[src/rtl/fp_normalize_round.sv]
// Vector FP add back end: turns a raw aligned significand sum plus guard/round/sticky into a
// packed IEEE-754 single per lane. Stage A: carry detect + LZC. Stage B: shift, RNE, pack.
module fp_normalize_round #(
    parameter int unsigned LANES = 16,
    parameter int unsigned THREAD_IDX_W = 2,
    parameter int unsigned PIPE_SEL_W = 2,
    parameter logic [PIPE_SEL_W-1:0] PIPE_MEM = PIPE_SEL_W'(1)
) (
    input  logic                    clk,
    input  logic                    reset,
    input  logic                    wb_rollback_en,
    input  logic [THREAD_IDX_W-1:0] wb_rollback_thread_idx,
    input  logic [PIPE_SEL_W-1:0]   wb_rollback_pipeline,
    input  logic                    in_valid,
    input  logic [THREAD_IDX_W-1:0] in_thread_idx,
    input  logic [LANES-1:0]        in_mask,
    input  logic [LANES-1:0][24:0]  in_sum,
    input  logic [LANES-1:0]        in_guard,
    input  logic [LANES-1:0]        in_round,
    input  logic [LANES-1:0]        in_sticky,
    input  logic [LANES-1:0][7:0]   in_exponent,
    input  logic [LANES-1:0]        in_sign,
    input  logic [LANES-1:0]        in_logical_subtract,
    input  logic [LANES-1:0]        in_is_inf,
    input  logic [LANES-1:0]        in_is_nan,
    output logic                    out_valid,
    output logic [THREAD_IDX_W-1:0] out_thread_idx,
    output logic [LANES-1:0]        out_mask,
    output logic [LANES-1:0][31:0]  out_result
);

    // Leading zeros of a 26-bit value; returns 26 for an all-zero input.
    function automatic logic [4:0] lzc26(input logic [25:0] v);
        logic [4:0] n;
        n = 5'd26;
        for (int k = 0; k < 26; k++) begin
            if (v[k]) n = 5'(25 - k);
        end
        return n;
    endfunction

    logic                    rolled_back;
    logic                    a_valid_q;
    logic [THREAD_IDX_W-1:0] a_thread_q;
    logic [LANES-1:0]        a_mask_q;
    logic [LANES-1:0][31:0]  result_b;

    assign rolled_back = wb_rollback_en && (wb_rollback_thread_idx == in_thread_idx)
                         && (wb_rollback_pipeline == PIPE_MEM);

    always_ff @(posedge clk or posedge reset) begin
        if (reset) begin
            a_valid_q <= 1'b0;
        end else begin
            a_valid_q <= in_valid && !rolled_back;
        end
    end

    always_ff @(posedge clk) begin
        if (in_valid) begin
            a_thread_q <= in_thread_idx;
            a_mask_q   <= in_mask;
        end
    end

    for (genvar i = 0; i < LANES; i++) begin : g_lane
        logic [25:0] ext_d;
        logic [25:0] ext_q;
        logic [4:0]  lz_d;
        logic [4:0]  lz_q;
        logic        sticky_d;
        logic        sticky_q;
        logic [9:0]  exp_d;
        logic [9:0]  exp_q;
        logic        carry_q;
        logic        sign_q;
        logic        lsub_q;
        logic        inf_q;
        logic        nan_q;

        // A carry-out is pre-normalized by one right shift, so it always enters stage B with lz 0.
        always_comb begin
            ext_d    = '0;
            lz_d     = '0;
            sticky_d = 1'b0;
            exp_d    = {2'b00, in_exponent[i]};
            if (in_sum[i][24]) begin
                ext_d    = {in_sum[i], in_guard[i]};
                sticky_d = in_round[i] | in_sticky[i];
                exp_d    = {2'b00, in_exponent[i]} + 10'd1;
            end else begin
                ext_d    = {in_sum[i][23:0], in_guard[i], in_round[i]};
                lz_d     = lzc26(ext_d);
                sticky_d = in_sticky[i];
            end
        end

        always_ff @(posedge clk) begin
            if (in_valid) begin
                ext_q    <= ext_d;
                lz_q     <= lz_d;
                sticky_q <= sticky_d;
                exp_q    <= exp_d;
                carry_q  <= in_sum[i][24];
                sign_q   <= in_sign[i];
                lsub_q   <= in_logical_subtract[i];
                inf_q    <= in_is_inf[i];
                nan_q    <= in_is_nan[i];
            end
        end

        logic [24:0]        shifted;
        logic [22:0]        mant;
        logic               guard_b;
        logic               round_b;
        logic               round_up;
        logic [23:0]        mant_r;
        logic signed [9:0]  exp_b;
        logic [31:0]        res;

        // The hidden bit drops off the top of the shifted value; exponent is kept signed so that
        // large shifts on small exponents land below zero and flush.
        always_comb begin
            shifted  = 25'(ext_q << lz_q);
            mant     = shifted[24:2];
            guard_b  = shifted[1];
            round_b  = shifted[0];
            round_up = guard_b & (round_b | sticky_q | mant[0]);
            mant_r   = {1'b0, mant} + {23'd0, round_up};
            exp_b    = $signed(exp_q - {5'd0, lz_q} + {9'd0, mant_r[23]});
            if (nan_q) begin
                res = 32'h7FC0_0000;
            end else if (inf_q) begin
                res = {sign_q, 8'hFF, 23'd0};
            end else if ((ext_q == '0) && !carry_q && !sticky_q) begin
                res = lsub_q ? 32'h0 : {sign_q, 31'd0};
            end else if (exp_b >= 10'sd255) begin
                res = {sign_q, 8'hFF, 23'd0};
            end else if (exp_b <= 10'sd0) begin
                res = {sign_q, 31'd0};
            end else begin
                res = {sign_q, exp_b[7:0], mant_r[22:0]};
            end
        end

        assign result_b[i] = res;
    end

    always_ff @(posedge clk or posedge reset) begin
        if (reset) begin
            out_valid      <= 1'b0;
            out_thread_idx <= '0;
            out_mask       <= '0;
            out_result     <= '0;
        end else begin
            out_valid <= a_valid_q;
            if (a_valid_q) begin
                out_thread_idx <= a_thread_q;
                out_mask       <= a_mask_q;
                out_result     <= result_b;
            end
        end
    end

endmodule
[config.mk]
export PLATFORM = sky130hd
export DESIGN_NAME = fp_normalize_round
export DESIGN_NICKNAME = d
export VERILOG_FILES = /design/src/rtl/fp_normalize_round.sv
export SDC_FILE = /design/constraint.sdc
export NUM_CORES = 2
export LEC_CHECK = 0
export CORE_AREA = 10 10 460 462
export DETAILED_ROUTE_END_ITERATION = 10
export DIE_AREA = 0 0 470 472
export HOLD_SLACK_MARGIN = 0.1
export PLACE_DENSITY = 0.68
export REMOVE_ABC_BUFFERS = 1
export SLEW_MARGIN = 5
export SYNTH_ARGS = -nofsm -noshare
export SYNTH_HDL_FRONTEND = slang
export SYNTH_SLANG_ARGS = --single-unit
[constraint.sdc]
create_clock -name clk -period 24.5 [get_ports clk]
set_input_delay 4.9 -clock clk [delete_from_list [all_inputs] [get_ports clk]]
set_output_delay 4.9 -clock clk [all_outputs]
set_load 0.1 [all_outputs]
==> results.sh <==
export IMPL_ir_drop_v=0.0000749
export IMPL_drt_iter0_markers=8043
export IMPL_cts_tree="built"
export IMPL_critPathKind="input pin to register"
export IMPL_grtUsageTotal=0.291
export IMPL_htreeDepth=4
export IMPL_synth_adder_area_share=0.0380
export IMPL_initial_core_util=0.459
export IMPL_cts_hold_buf=0
export IMPL_ys_types=108
export IMPL_synth_top_family_by_area="multiplexers"
export IMPL_grt_overflow=0
export IMPL_crit_path_top_delay_cell="buf_4"
export IMPL_grt_pass1_wl_um=501000
export IMPL_ant_nets=0
export IMPL_netlist_area_um2=92800
export IMPL_end_kind="register"
export IMPL_cp_data_arrival_time_ns=9.16
export IMPL_finalInstanceArea_um2=112000
export IMPL_intPower_w=0.00474
export IMPL_drt_first_pass_iters=6
export IMPL_routed_wl_um=338000
export IMPL_fin_crit_sh=0.357
export IMPL_ys_top_cells_by_area="edfxtp_1, dfrtp_1, mux4_2"
export IMPL_io_buffers=1196
export IMPL_die_area_um2=222000
export IMPL_synth_xor_area_frac=0.0484
export IMPL_cap_viol_max_count=0
export IMPL_hold_ws_ns=0.476
export IMPL_grt_pass1_vias=76600
export IMPL_routedWlPerCell_um=26.2
export IMPL_finalWeightedCongestion=0.948
export IMPL_cts_setup_buffers=0
export IMPL_synth_ff_type="edfxtp_1"
export IMPL_core_area_um2=202000
export IMPL_die_x_um=470
export IMPL_final_setup_worst_slack_ns=15.75
export IMPL_rsz0062_at_grt="no"
export IMPL_r2r_cells=22
export IMPL_clk_latency_ns=0.81
export IMPL_p_comb_frac=0.320
export IMPL_synth_compound_area_frac=0.147
export IMPL_finalSetupViolations=0
export IMPL_viasPerCell=6.18
export IMPL_synth_top_area_cell="edfxtp_1"
export IMPL_regToRegSetupSlack_ns=16.64
export IMPL_finalHoldViolations=0
export IMPL_area_growth_synth_to_final_pct=20.6
export IMPL_crit_buf_inv=6
export IMPL_pwr_share_seq=0.365
export IMPL_final_nets=11000
export IMPL_routed_via_count=79600
export IMPL_p_switching_w=0.00263
export IMPL_setup_tns_ns=0
export IMPL_fin_cells=12900
export IMPL_grt_max_degree=158
export IMPL_hold_class="register to register"
export IMPL_p_sw_frac=0.357
export IMPL_drive_gt1_frac=0.136
export IMPL_max_stage_delay_ns=0.85
export IMPL_synthArstFlopShare=0.414
export IMPL_synthCells=9033
export IMPL_avgSynthCellArea_um2=10.3
export IMPL_die_h_um=472
export IMPL_fin_skew_ns=0.0338
export IMPL_rows=165
export IMPL_place_area_um2=107000
export IMPL_cp_start_kind="input pin"
export IMPL_ys_warn_count=0
export IMPL_place_ws_ns=14.78
export IMPL_ctsRootBufferMaster="clkbuf_16"
export IMPL_crit_chain="buf_8, buf_4, buf_4, buf_4, buf_12, buf_4"
export IMPL_cp_depth=6
export IMPL_clockPowerShare=0.315
export IMPL_cts_resized=0
export IMPL_drc=0
export IMPL_crit_required_ns=24.92
export IMPL_seqCellArea_um2=36000
export IMPL_final_common_cell="clkdlybuf4s50_1"
export IMPL_path_clk_slew_ns=0.06
export IMPL_clk_path_buf_depth=3
export IMPL_cpMostUsedCell="buf_4"
export IMPL_placed_cells=12500
export IMPL_synthMuxAreaShare=0.184
export IMPL_whs_path_depth=1
export IMPL_max_slew_worst_pin_slew_ns=1.27
export IMPL_cts_made_buffers=148
export IMPL_worstPathMaxFanout=157
export IMPL_nFillCells=17500
export IMPL_hpwl_um=267000
export IMPL_synth_simple_gate_area_share=0.156
export IMPL_slew_headroom=0.150
export IMPL_fmax_mhz=114
export IMPL_final_cell_mix="clkdlybuf4s50_1, nor2_1, nand2_1, edfxtp_1, dfrtp_1"
export IMPL_synth_top_area_share=0.244
export IMPL_leakage_nw=41.2
export IMPL_cpLargestDelayFamily="buffers and inverters"
export IMPL_cts_sinks=1286
export IMPL_slew_viol_final=0
export IMPL_post_route_min_period_ns=8.75
export IMPL_power_density_nw_per_um2=65.9
export IMPL_multiInputGateArea_um2=53200
export IMPL_antenna_found_initial=146
export IMPL_seq_area_frac_synth=0.388
export IMPL_synth_edf_count=754
export IMPL_synth_seq_cells=1286
export IMPL_num_io_pins=1197
export IMPL_status="finished clean"
[power groups by stage]
stage	Combinational [W]	Clock [W]	Sequential [W]
floorplan	0.00113	0	0.00313
global placement	0.00231	0	0.00272
detailed placement	0.00232	0	0.00272
CTS	0.00234	0.00236	0.00268
global route	0.00252	0.00246	0.00271
finish	0.00236	0.00232	0.00269
[cells by family (layout without fill, tap and decap cells)]
family | count (synthesis) | count (layout)
adder cells (fa/ha/maj) | 272 | 272
multiplexers | 1169 | 1169
AND/OR/NAND/NOR | 2917 | 2917
XOR/XNOR | 513 | 513
AO/OA/AOI/OAI | 2001 | 2001
buffers and inverters | 875 | 1979
flip-flops | 1286 | 1286
other | 0 | 81
[stage by stage]
stage	power, W	util
after detailed placement	0.00505	0.528
after global routing	0.00769	0.554
after global placement	0.00502	0.528
after floorplan	0.00426	-
after CTS	0.00738	0.553
final	0.00737	0.554
[layout make-up]
cell class	count	share of cell area
Multi-Input combinational cell	6872	0.475
Sequential cell	1286	0.321
Timing Repair Buffer	1292	0.112
Clock buffer	205	0.0376
Tap cell	2672	0.0299
Inverter	412	0.0140
Clock inverter	70	0.00781
Antenna cell	81	0.00181
[path summary, 6_finish.rpt]
check / start / end
worst max register to register: g_lane[11].lz_q[2]$_SDFFCE_PP0P_ / out_result[372]$_DFFE_PP0P_
worst max-delay path: in_valid / g_lane[10].ext_q[18]$_DFFE_PP_
min in group asynchronous: reset / out_thread_idx[1]$_DFFE_PP0P_
worst min-delay path: a_mask_q[13]$_DFFE_PP_ / out_mask[13]$_DFFE_PP0P_
max in group asynchronous: reset / out_result[71]$_DFFE_PP0P_
worst min register to register: a_mask_q[13]$_DFFE_PP_ / out_mask[13]$_DFFE_PP0P_
[registers in the layout (all words and copies together), names as in the netlist, 80 cells and up]
name,flops
out_result,512
g_lane.ext_q,416
g_lane.exp_q,144
g_lane.lz_q,80
[worst register-to-register path, stage by stage (launching register included)]
cell and delay, ns:
edfxtp_1 1.11, mux4_2 0.43, nand2_1 0.07, a21boi_0 0.24, o22ai_1 0.45, o2111ai_1 0.32
nor4b_2 0.56, nand2_1 0.09, or4b_1 0.52, ha_1 0.30, inv_1 0.05, ha_1 0.18
inv_1 0.07, fa_1 0.45, nor2b_1 0.16, o31a_1 0.18, a21oi_1 0.09, or4b_2 0.64
or4_1 0.52, o31a_1 0.29, or3b_2 0.22, or3_1 0.57, o32ai_1 0.20
[synth_stat cells, drive strengths merged, types with 42 or more instances]
master,count
nand2,755
ha,256
nand3,190
o31ai,61
or2,61
inv,395
nand3b,42
o21ai,427
clkbuf,293
nand4,109
xor2,218
o2bb2ai,316
mux4,379
nor3,236
a21o,50
o21bai,63
nor4,269
edfxtp,754
a21oi,452
nor2b,73
o21a,48
nor2,784
dfrtp,532
mux2,488
mux2i,302
xnor2,295
and3,65
nand2b,77
and2,46
a211oi,107
buf,170
[layer usage]
| layer | share of wire | global-route usage | up-vias |
|---|---|---|---|
| met5 | 0.0011 | 0 | - |
| met4 | 0.051 | 0.145 | 62 |
| met3 | 0.089 | 0.0790 | 657 |
| met2 | 0.46 | 0.460 | 3321 |
| met1 | 0.40 | 0.369 | 39100 |
| li1 | - | - | 36500 |
Note: power is estimated with default switching activity, not from simulation.
